===== src/rtl/multi_ch_clk_divider.sv =====
// rtl/multi_ch_clk_divider.sv - NUM_CH programmable clock divider with shadowed config and phase-align sync
// Optional macro DIVIDER_TICK_EN adds o_tick, a one-cycle pulse at the first cycle of every period.
module multi_ch_clk_divider #(
  parameter int  NUM_CH   = 4,
  parameter int  CNT_W    = 16,
  parameter int  DEF_DIV  = 16,
  parameter int  DEF_DUTY = 4,
  localparam int CH_W     = (NUM_CH > 1) ? $clog2(NUM_CH) : 1
) (
  input  logic              i_clk,
  input  logic              i_rst,
  input  logic [NUM_CH-1:0] i_en,
  input  logic              i_sync,
  input  logic              i_cfg_we,
  input  logic [CH_W-1:0]   i_cfg_ch,
  input  logic [CNT_W-1:0]  i_cfg_div,
  input  logic [CNT_W-1:0]  i_cfg_duty,
  output logic [NUM_CH-1:0] o_clk_div,
`ifdef DIVIDER_TICK_EN
  output logic [NUM_CH-1:0] o_tick,
`endif
  output logic [NUM_CH-1:0] o_cfg_pending
);

  logic [CNT_W-1:0]  cnt_q      [NUM_CH];
  logic [CNT_W-1:0]  cnt_d      [NUM_CH];
  logic [CNT_W-1:0]  div_act_q  [NUM_CH];
  logic [CNT_W-1:0]  div_act_d  [NUM_CH];
  logic [CNT_W-1:0]  duty_act_q [NUM_CH];
  logic [CNT_W-1:0]  duty_act_d [NUM_CH];
  logic [CNT_W-1:0]  div_sh_q   [NUM_CH];
  logic [CNT_W-1:0]  div_sh_d   [NUM_CH];
  logic [CNT_W-1:0]  duty_sh_q  [NUM_CH];
  logic [CNT_W-1:0]  duty_sh_d  [NUM_CH];
  logic [NUM_CH-1:0] run_q, run_d;
  logic [NUM_CH-1:0] pend_q, pend_d;
  logic [NUM_CH-1:0] out_q, out_d;
  logic [NUM_CH-1:0] wr;

  // Out-of-range channel numbers never match any index, so such writes fall away.
  always_comb begin
    for (int c = 0; c < NUM_CH; c++) begin
      wr[c] = i_cfg_we && (i_cfg_ch == CH_W'(c));
    end
  end

  always_comb begin
    for (int c = 0; c < NUM_CH; c++) begin
      cnt_d[c]      = cnt_q[c];
      div_act_d[c]  = div_act_q[c];
      duty_act_d[c] = duty_act_q[c];
      div_sh_d[c]   = div_sh_q[c];
      duty_sh_d[c]  = duty_sh_q[c];
      run_d[c]      = run_q[c];
      pend_d[c]     = pend_q[c];
      out_d[c]      = out_q[c];

      if (!run_q[c]) begin
        // Idle channel: config takes effect at once and a start uses the fresh values.
        if (wr[c]) begin
          div_act_d[c]  = i_cfg_div;
          duty_act_d[c] = i_cfg_duty;
          div_sh_d[c]   = i_cfg_div;
          duty_sh_d[c]  = i_cfg_duty;
          pend_d[c]     = 1'b0;
        end
        cnt_d[c] = '0;
        run_d[c] = i_en[c] && (div_act_d[c] != '0);
        out_d[c] = run_d[c] && (duty_act_d[c] != '0);
      end else if (!i_en[c]) begin
        if (wr[c]) begin
          div_sh_d[c]  = i_cfg_div;
          duty_sh_d[c] = i_cfg_duty;
          pend_d[c]    = 1'b1;
        end
        cnt_d[c] = '0;
        run_d[c] = 1'b0;
        out_d[c] = 1'b0;
      end else if (i_sync || (cnt_q[c] == div_act_q[c] - CNT_W'(1))) begin
        if (wr[c]) begin
          div_act_d[c]  = i_cfg_div;
          duty_act_d[c] = i_cfg_duty;
          div_sh_d[c]   = i_cfg_div;
          duty_sh_d[c]  = i_cfg_duty;
          pend_d[c]     = 1'b0;
        end else if (pend_q[c]) begin
          div_act_d[c]  = div_sh_q[c];
          duty_act_d[c] = duty_sh_q[c];
          pend_d[c]     = 1'b0;
        end
        // A zero divisor loaded here parks the channel exactly like a disable.
        cnt_d[c] = '0;
        run_d[c] = (div_act_d[c] != '0);
        out_d[c] = run_d[c] && (duty_act_d[c] != '0);
      end else begin
        if (wr[c]) begin
          div_sh_d[c]  = i_cfg_div;
          duty_sh_d[c] = i_cfg_duty;
          pend_d[c]    = 1'b1;
        end
        cnt_d[c] = cnt_q[c] + CNT_W'(1);
        out_d[c] = (cnt_d[c] < duty_act_q[c]);
      end
    end
  end

  always_ff @(posedge i_clk or posedge i_rst) begin
    if (i_rst) begin
      for (int c = 0; c < NUM_CH; c++) begin
        cnt_q[c]      <= '0;
        div_act_q[c]  <= CNT_W'(DEF_DIV);
        duty_act_q[c] <= CNT_W'(DEF_DUTY);
        div_sh_q[c]   <= CNT_W'(DEF_DIV);
        duty_sh_q[c]  <= CNT_W'(DEF_DUTY);
      end
      run_q  <= '0;
      pend_q <= '0;
      out_q  <= '0;
    end else begin
      for (int c = 0; c < NUM_CH; c++) begin
        cnt_q[c]      <= cnt_d[c];
        div_act_q[c]  <= div_act_d[c];
        duty_act_q[c] <= duty_act_d[c];
        div_sh_q[c]   <= div_sh_d[c];
        duty_sh_q[c]  <= duty_sh_d[c];
      end
      run_q  <= run_d;
      pend_q <= pend_d;
      out_q  <= out_d;
    end
  end

  assign o_clk_div     = out_q;
  assign o_cfg_pending = pend_q;

`ifdef DIVIDER_TICK_EN
  // The counter only returns to zero on a start, boundary or sync, so that marks a period's first cycle.
  logic [NUM_CH-1:0] tick_q, tick_d;

  always_comb begin
    for (int c = 0; c < NUM_CH; c++) begin
      tick_d[c] = run_d[c] && (cnt_d[c] == '0);
    end
  end

  always_ff @(posedge i_clk or posedge i_rst) begin
    if (i_rst) begin
      tick_q <= '0;
    end else begin
      tick_q <= tick_d;
    end
  end

  assign o_tick = tick_q;
`endif

endmodule


===== config.mk =====
export PLATFORM = sky130hd
export DESIGN_NAME = multi_ch_clk_divider
export DESIGN_NICKNAME = d
export VERILOG_FILES = /design/src/rtl/multi_ch_clk_divider.sv
export SDC_FILE = /design/constraint.sdc
export NUM_CORES = 1
export LEC_CHECK = 0
export CAP_MARGIN = 20
export CORE_MARGIN = 10
export CORE_UTILIZATION = 32
export CTS_CLUSTER_DIAMETER = 30
export DETAILED_ROUTE_END_ITERATION = 16
export PLACE_DENSITY_LB_ADDON = 0.12
export SLEW_MARGIN = 25
export SYNTH_ARGS = -nofsm -noshare
export SYNTH_HDL_FRONTEND = slang
export SYNTH_SLANG_ARGS = --single-unit

===== constraint.sdc =====
create_clock -name i_clk -period 10.5 [get_ports i_clk]
set_input_delay 2.1 -clock i_clk [delete_from_list [all_inputs] [get_ports i_clk]]
set_output_delay 2.1 -clock i_clk [all_outputs]
set_load 0.02 [all_outputs]

# Word level (Yosys, flattened, before mapping)
# Index checks and enable logic that the tools add are counted.
totals:
  in_bits: 42
  out_inout_bits: 8
  wordCells: 234
  ff_bits: 332
op_classes:
  add_sub_neg: 8
  muxes: 136
  n_eq_ne: 15
  order_cmp: 4
  n_reduce_logical: 45
ops:
  columns: ["operator", "n"]
  rows:
  - ["16-bit two-way mux", 92]
  - ["16-bit nonzero test", 16]
  - ["16-bit by 1-bit adder with 16-bit output (second input constant)", 4]
  - ["16-bit equality test", 4]
  - ["16-bit less-than comparator", 4]
  - ["16-bit by 1-bit subtractor with 16-bit output (second input constant)", 4]
  - ["1-bit two-way mux", 44]
  - ["1-bit logical AND", 16]
  - ["2-bit by 1-bit != test with 1-bit output (second input constant)", 4]
  - ["2-bit != test (second input constant)", 4]
  - ["2-bit AND reduction", 4]
  - ["2-bit nonzero test", 4]
  - ["2-bit equality test (second input constant)", 2]
  - ["1-bit logical OR", 4]
  - ["2-bit by 1-bit equality test with 1-bit output (second input constant)", 1]
  - ["2-bit zero test", 1]

# Longest topological paths before layout
logic_depth:
  ltp_word: 11
  ltp_mapped: 16
  depth_no_buf: 15

# Least setup slack after synthesis
# OpenSTA, ideal clock, no wires.
synth_path:
  kind: "input-to-reg"
  startpoint: "input port i_cfg_div[5]"
  endpoint: "register out_q[2], in the netlist o_clk_div[2]"
  path_buffers: 1
  arrival_ps: 4169
  path_stages: 8
  path_slack_ps: 6204
  t_required_ps: 10374
  setup_time_ps: 126
  cell_sequence: "clkbuf_1 -> or4_1 -> or4_1 -> nor4_1 -> o21ai_0 -> nand3b_1 -> nor2_1 -> a311o_1"
synth_via:
  elab_chain_cells: 9
  word_cells_on_any_way: 14
  cone_classes: "9 x mux; 5 x reduce/logical"
synth_lines:
  columns: ["item", "line", "text"]
  rows:
  - ["start: declaration", "16", "input logic [CNT_W-1:0] i_cfg_div,"]
  - ["16-bit two-way mux", "80", "if (wr[c]) begin"]
  - ["16-bit two-way mux", "79", "end else if (i_sync || (cnt_q[c] == div_act_q[c] - CNT_W'(1))) begin"]
  - ["16-bit two-way mux", "70", "end else if (!i_en[c]) begin"]
  - ["16-bit two-way mux", "58", "if (!run_q[c]) begin"]
  - ["16-bit nonzero test", "93", "run_d[c] = (div_act_d[c] != '0);"]
  - ["1-bit logical AND", "94", "out_d[c] = run_d[c] && (duty_act_d[c] != '0);"]
  - ["1-bit two-way mux", "79", null]
  - ["1-bit two-way mux", "70", null]
  - ["1-bit two-way mux *", "58", null]
  - ["named net out_d[2]", "37", "logic [NUM_CH-1:0] out_q, out_d;"]
  - ["end signal: assignment", "129", "out_q <= out_d;"]
  - ["end: declaration", "37", null]
# The timed path passes the listed nets; every way through them passes the cells marked *. The select of a mux whose other input is x is not followed.
# A chain may end at the register's enable or synchronous reset.

# Worst setup path in the final report
# Same ends and word-level chain as after synthesis.

==> flow_metrics.env <==
export IMPL_outcome="finished clean"
export IMPL_num_io_pins=50
export IMPL_place_inst=3131
export IMPL_cts_clk_slew_worst_paths_ns=0.04
export IMPL_cp_top_family="simple AND/OR/NAND/NOR gates"
export IMPL_setup_violations=0
export IMPL_seq_area_frac_synth=0.411
export IMPL_cts_tree="done"
export IMPL_port_buffers=49
export IMPL_cp_data_required_time_ns=11.03
export IMPL_final_util=0.401
export IMPL_grt_overflow=0
export IMPL_rrSetupSlack_ns=6.21
export IMPL_design_area_um2=25200
export IMPL_worstSetupPathType="primary input to flop"
export IMPL_dr_first_iter_drc_count=1351
export IMPL_grt_pass1_wl_um=109000
export IMPL_crit_top_cell="or4_1"
export IMPL_fin_ws_ns=5.72
export IMPL_synth_ff_type="dfrtp_1"
export IMPL_finClkSkew_ns=0.0354
export IMPL_critPathSlowestCell="clkdlybuf4s50_1"
export IMPL_yosysUniqueCellTypes=85
export IMPL_post_route_min_period_ns=4.78
export IMPL_p_leak_nw=11.1
export IMPL_drive_gt1_frac=0.109
export IMPL_place_ws_ns=5.12
export IMPL_antenna_left=0
export IMPL_hold_path_class="flop to flop"
export IMPL_core_area_um2=62900
export IMPL_yosysWarnings=0
export IMPL_startpoint_type="primary input"
export IMPL_gp_congestion=0.846
export IMPL_drc=0
export IMPL_wl_per_cell_um=21.5
export IMPL_path_cells="clkdlybuf4s50_1, or4_1, or4_1, nor4_4, o21ai_0, nand3b_1, nor2_1, a311o_1"
export IMPL_rr_worst_depth=11
export IMPL_setup_tns_ns=0
export IMPL_cts_setup_buffers=0
export IMPL_syn_area_per_cell_um2=8.61
export IMPL_finalHoldViolCount=0
export IMPL_multi_input_area_um2=11000
export IMPL_antenna_found_initial=6
export IMPL_finalMaxSlewViolations=0
export IMPL_syn_area_um2=20300
export IMPL_dpl_hpwl_um=47800
export IMPL_r2r_start="div_act_q[1]"
export IMPL_worst_path_buf_inv=1
export IMPL_max_slew_margin=0.299
export IMPL_rr_endpoint="div_act_q[2]"
export IMPL_clock_latency_ns=0.66
export IMPL_track_usage=0.189
export IMPL_crit_arrival_ns=5.31
export IMPL_cp_max_fo=11
export IMPL_p_per_area_nw_per_um2=267
export IMPL_syn_to_final_growth_pct=24.4
export IMPL_fmax_mhz=209
export IMPL_worst_pin_slew_ns=1.05
export IMPL_dieArea_um2=73800
export IMPL_hold_buffers=0
export IMPL_placed_area_um2=21600
export IMPL_slowest_delay_ns=0.72
export IMPL_drv_cap=0
export IMPL_final_cells=3328
export IMPL_postSynth_asyncResetShare=1.00
export IMPL_rows=92
export IMPL_hold_end="div_sh_q[20]"
export IMPL_clockRootBuffer="clkbuf_16"
export IMPL_synth_fp_nets=2463
export IMPL_holdCritStartpoint="div_sh_q[20]"
export IMPL_rsz0062_at_grt="no"
export IMPL_synthCells=2353
export IMPL_htree_levels=3
export IMPL_fillers=6342
export IMPL_first_pass_iters=5
export IMPL_die_w_um=272
export IMPL_ff_latch_area_um2=8330
export IMPL_nNetsFinal=2501
export IMPL_ys_ff_latch=332
export IMPL_grt_pass1_vias=17900
export IMPL_min_path_cells=2
export IMPL_period_share=0.456
export IMPL_post_cts_resized=0
export IMPL_cts_buffers=103
export IMPL_start_util=0.322
export IMPL_routed_wl_um=71500
export IMPL_die_height_um=272
export IMPL_synth_edf_count=0
export IMPL_clock_sinks=332
export IMPL_irDropWorstVdd_uv=211
export IMPL_viasPerCell=5.39
export IMPL_num_vias=17900
export IMPL_grt_start_max_net_pins=177
export IMPL_cts_max_path_buffers=3
export IMPL_cp_end_kind="flop"
-- layout by cell type (no fill, tap or decap), drive strengths merged, types with 33 or more instances in the layout --
| cell | n |
|---|---|
| dfrtp | 316 |
| xor2 | 52 |
| nor2b | 49 |
| o22a | 54 |
| clkdlybuf4s50 | 49 |
| buf | 43 |
| nand2 | 489 |
| mux2i | 91 |
| xnor2 | 82 |
| a21oi | 78 |
| clkbuf | 152 |
| o21ai | 85 |
| nor4 | 63 |
| inv | 97 |
| o22ai | 33 |
| nand3 | 48 |
| nor2 | 155 |
| ha | 68 |
| nor3 | 56 |
| a31oi | 45 |
-- metrics by stage --
stage / total power [mW] / hold slack, ns
after floorplan: 3.07 / 0.437
after global routing: 7.07 / 0.476
final: 6.72 / 0.461
after global placement: 3.55 / 0.456
after detailed placement: 3.58 / 0.457
after CTS: 6.76 / 0.465
-- cell families after synthesis --
kind of cell	share of synthesized area
AO/OA/AOI/OAI	0.166
AND/OR/NAND/NOR	0.229
buffers and inverters	0.0495
flip-flops	0.411
multiplexers	0.0450
adder cells (fa/ha/maj)	0.0420
XOR/XNOR	0.0579
-- Yosys cell counts (12+ instances only) --
| library cell | number | area [um2] |
|---|---|---|
| a211oi_1 | 14 | 105 |
| a21oi_1 | 78 | 390 |
| a221o_1 | 23 | 230 |
| a22o_1 | 19 | 166 |
| a31oi_1 | 44 | 275 |
| and2_1 | 20 | 125 |
| and3_1 | 13 | 81.3 |
| buf_1 | 16 | 60.1 |
| clkbuf_1 | 129 | 484 |
| dfrtp_1 | 316 | 7910 |
| dfstp_2 | 16 | 420 |
| ha_1 | 68 | 851 |
| inv_1 | 97 | 364 |
| mux2i_1 | 91 | 911 |
| nand2_1 | 489 | 1840 |
| nand2b_1 | 12 | 75.1 |
| nand3_1 | 48 | 240 |
| nand4_1 | 32 | 200 |
| nor2_1 | 155 | 582 |
| nor2b_1 | 48 | 300 |
| nor3_1 | 54 | 270 |
| nor4_1 | 63 | 394 |
| o21a_1 | 19 | 143 |
| o21ai_0 | 83 | 415 |
| o22a_1 | 54 | 473 |
| o22ai_1 | 31 | 194 |
| or4_1 | 13 | 97.6 |
| xnor2_1 | 82 | 718 |
| xor2_1 | 52 | 455 |
-- per-layer routing --
| layer | vias to the layer above | share of wire | track usage |
|---|---|---|---|
| li1 | 8439 | - | - |
| met1 | 8872 | 0.45 | 0.247 |
| met2 | 485 | 0.46 | 0.304 |
| met3 | 135 | 0.057 | 0.0394 |
| met4 | 2 | 0.032 | 0.0708 |
| met5 | - | 0.00011 | 0 |
-- worst max path at each step --
stage / from / to / slack [ns] / depth (start not counted)
floorplan: i_rst / cnt_q[0] / 3.98 / 1
global route: i_cfg_ch[0] / o_clk_div[1] / 5.58 / 9
CTS: i_cfg_div[5] / o_clk_div[1] / 5.79 / 7
finish: i_cfg_div[5] / o_clk_div[2] / 5.72 / 8
global placement: i_cfg_div[5] / o_clk_div[2] / 4.76 / 8
detailed placement: i_cfg_div[5] / o_clk_div[2] / 5.12 / 8
-- where the power goes --
| part | leakage [nW] | switching (mW) | internal (mW) | total (mW) |
|---|---|---|---|---|
| clock network | 1.75 | 0.933 | 2.20 | 3.13 |
| logic | 5.22 | 0.817 | 0.673 | 1.49 |
| registers | 4.13 | 0.490 | 1.61 | 2.10 |
| total | 11.1 | 2.24 | 4.48 | 6.72 |
-- registers in the layout, summed over array words and instances, names as in the netlist --
name,count
run_q,4
o_clk_div,4
cnt_q,64
div_sh_q,64
duty_act_q,64
o_cfg_pending,4
duty_sh_q,64
div_act_q,64
-- worst min-delay path, stage by stage, from the launching register on --
cell and delay [ns]:
dfstp_2 0.36, nand2_1 0.05, nand2_1 0.04
-- final cells by class --
| class | count | share of cell area |
|---|---|---|
| Sequential cell | 332 | 0.331 |
| Tap cell | 846 | 0.0420 |
| Inverter | 97 | 0.0146 |
| Clock inverter | 42 | 0.0239 |
| Timing Repair Buffer | 92 | 0.0337 |
| Multi-Input combinational cell | 1765 | 0.436 |
| Clock buffer | 152 | 0.119 |
| Antenna cell | 2 | 0.000199 |
No activity file was read; power rests on OpenSTA's default activity.
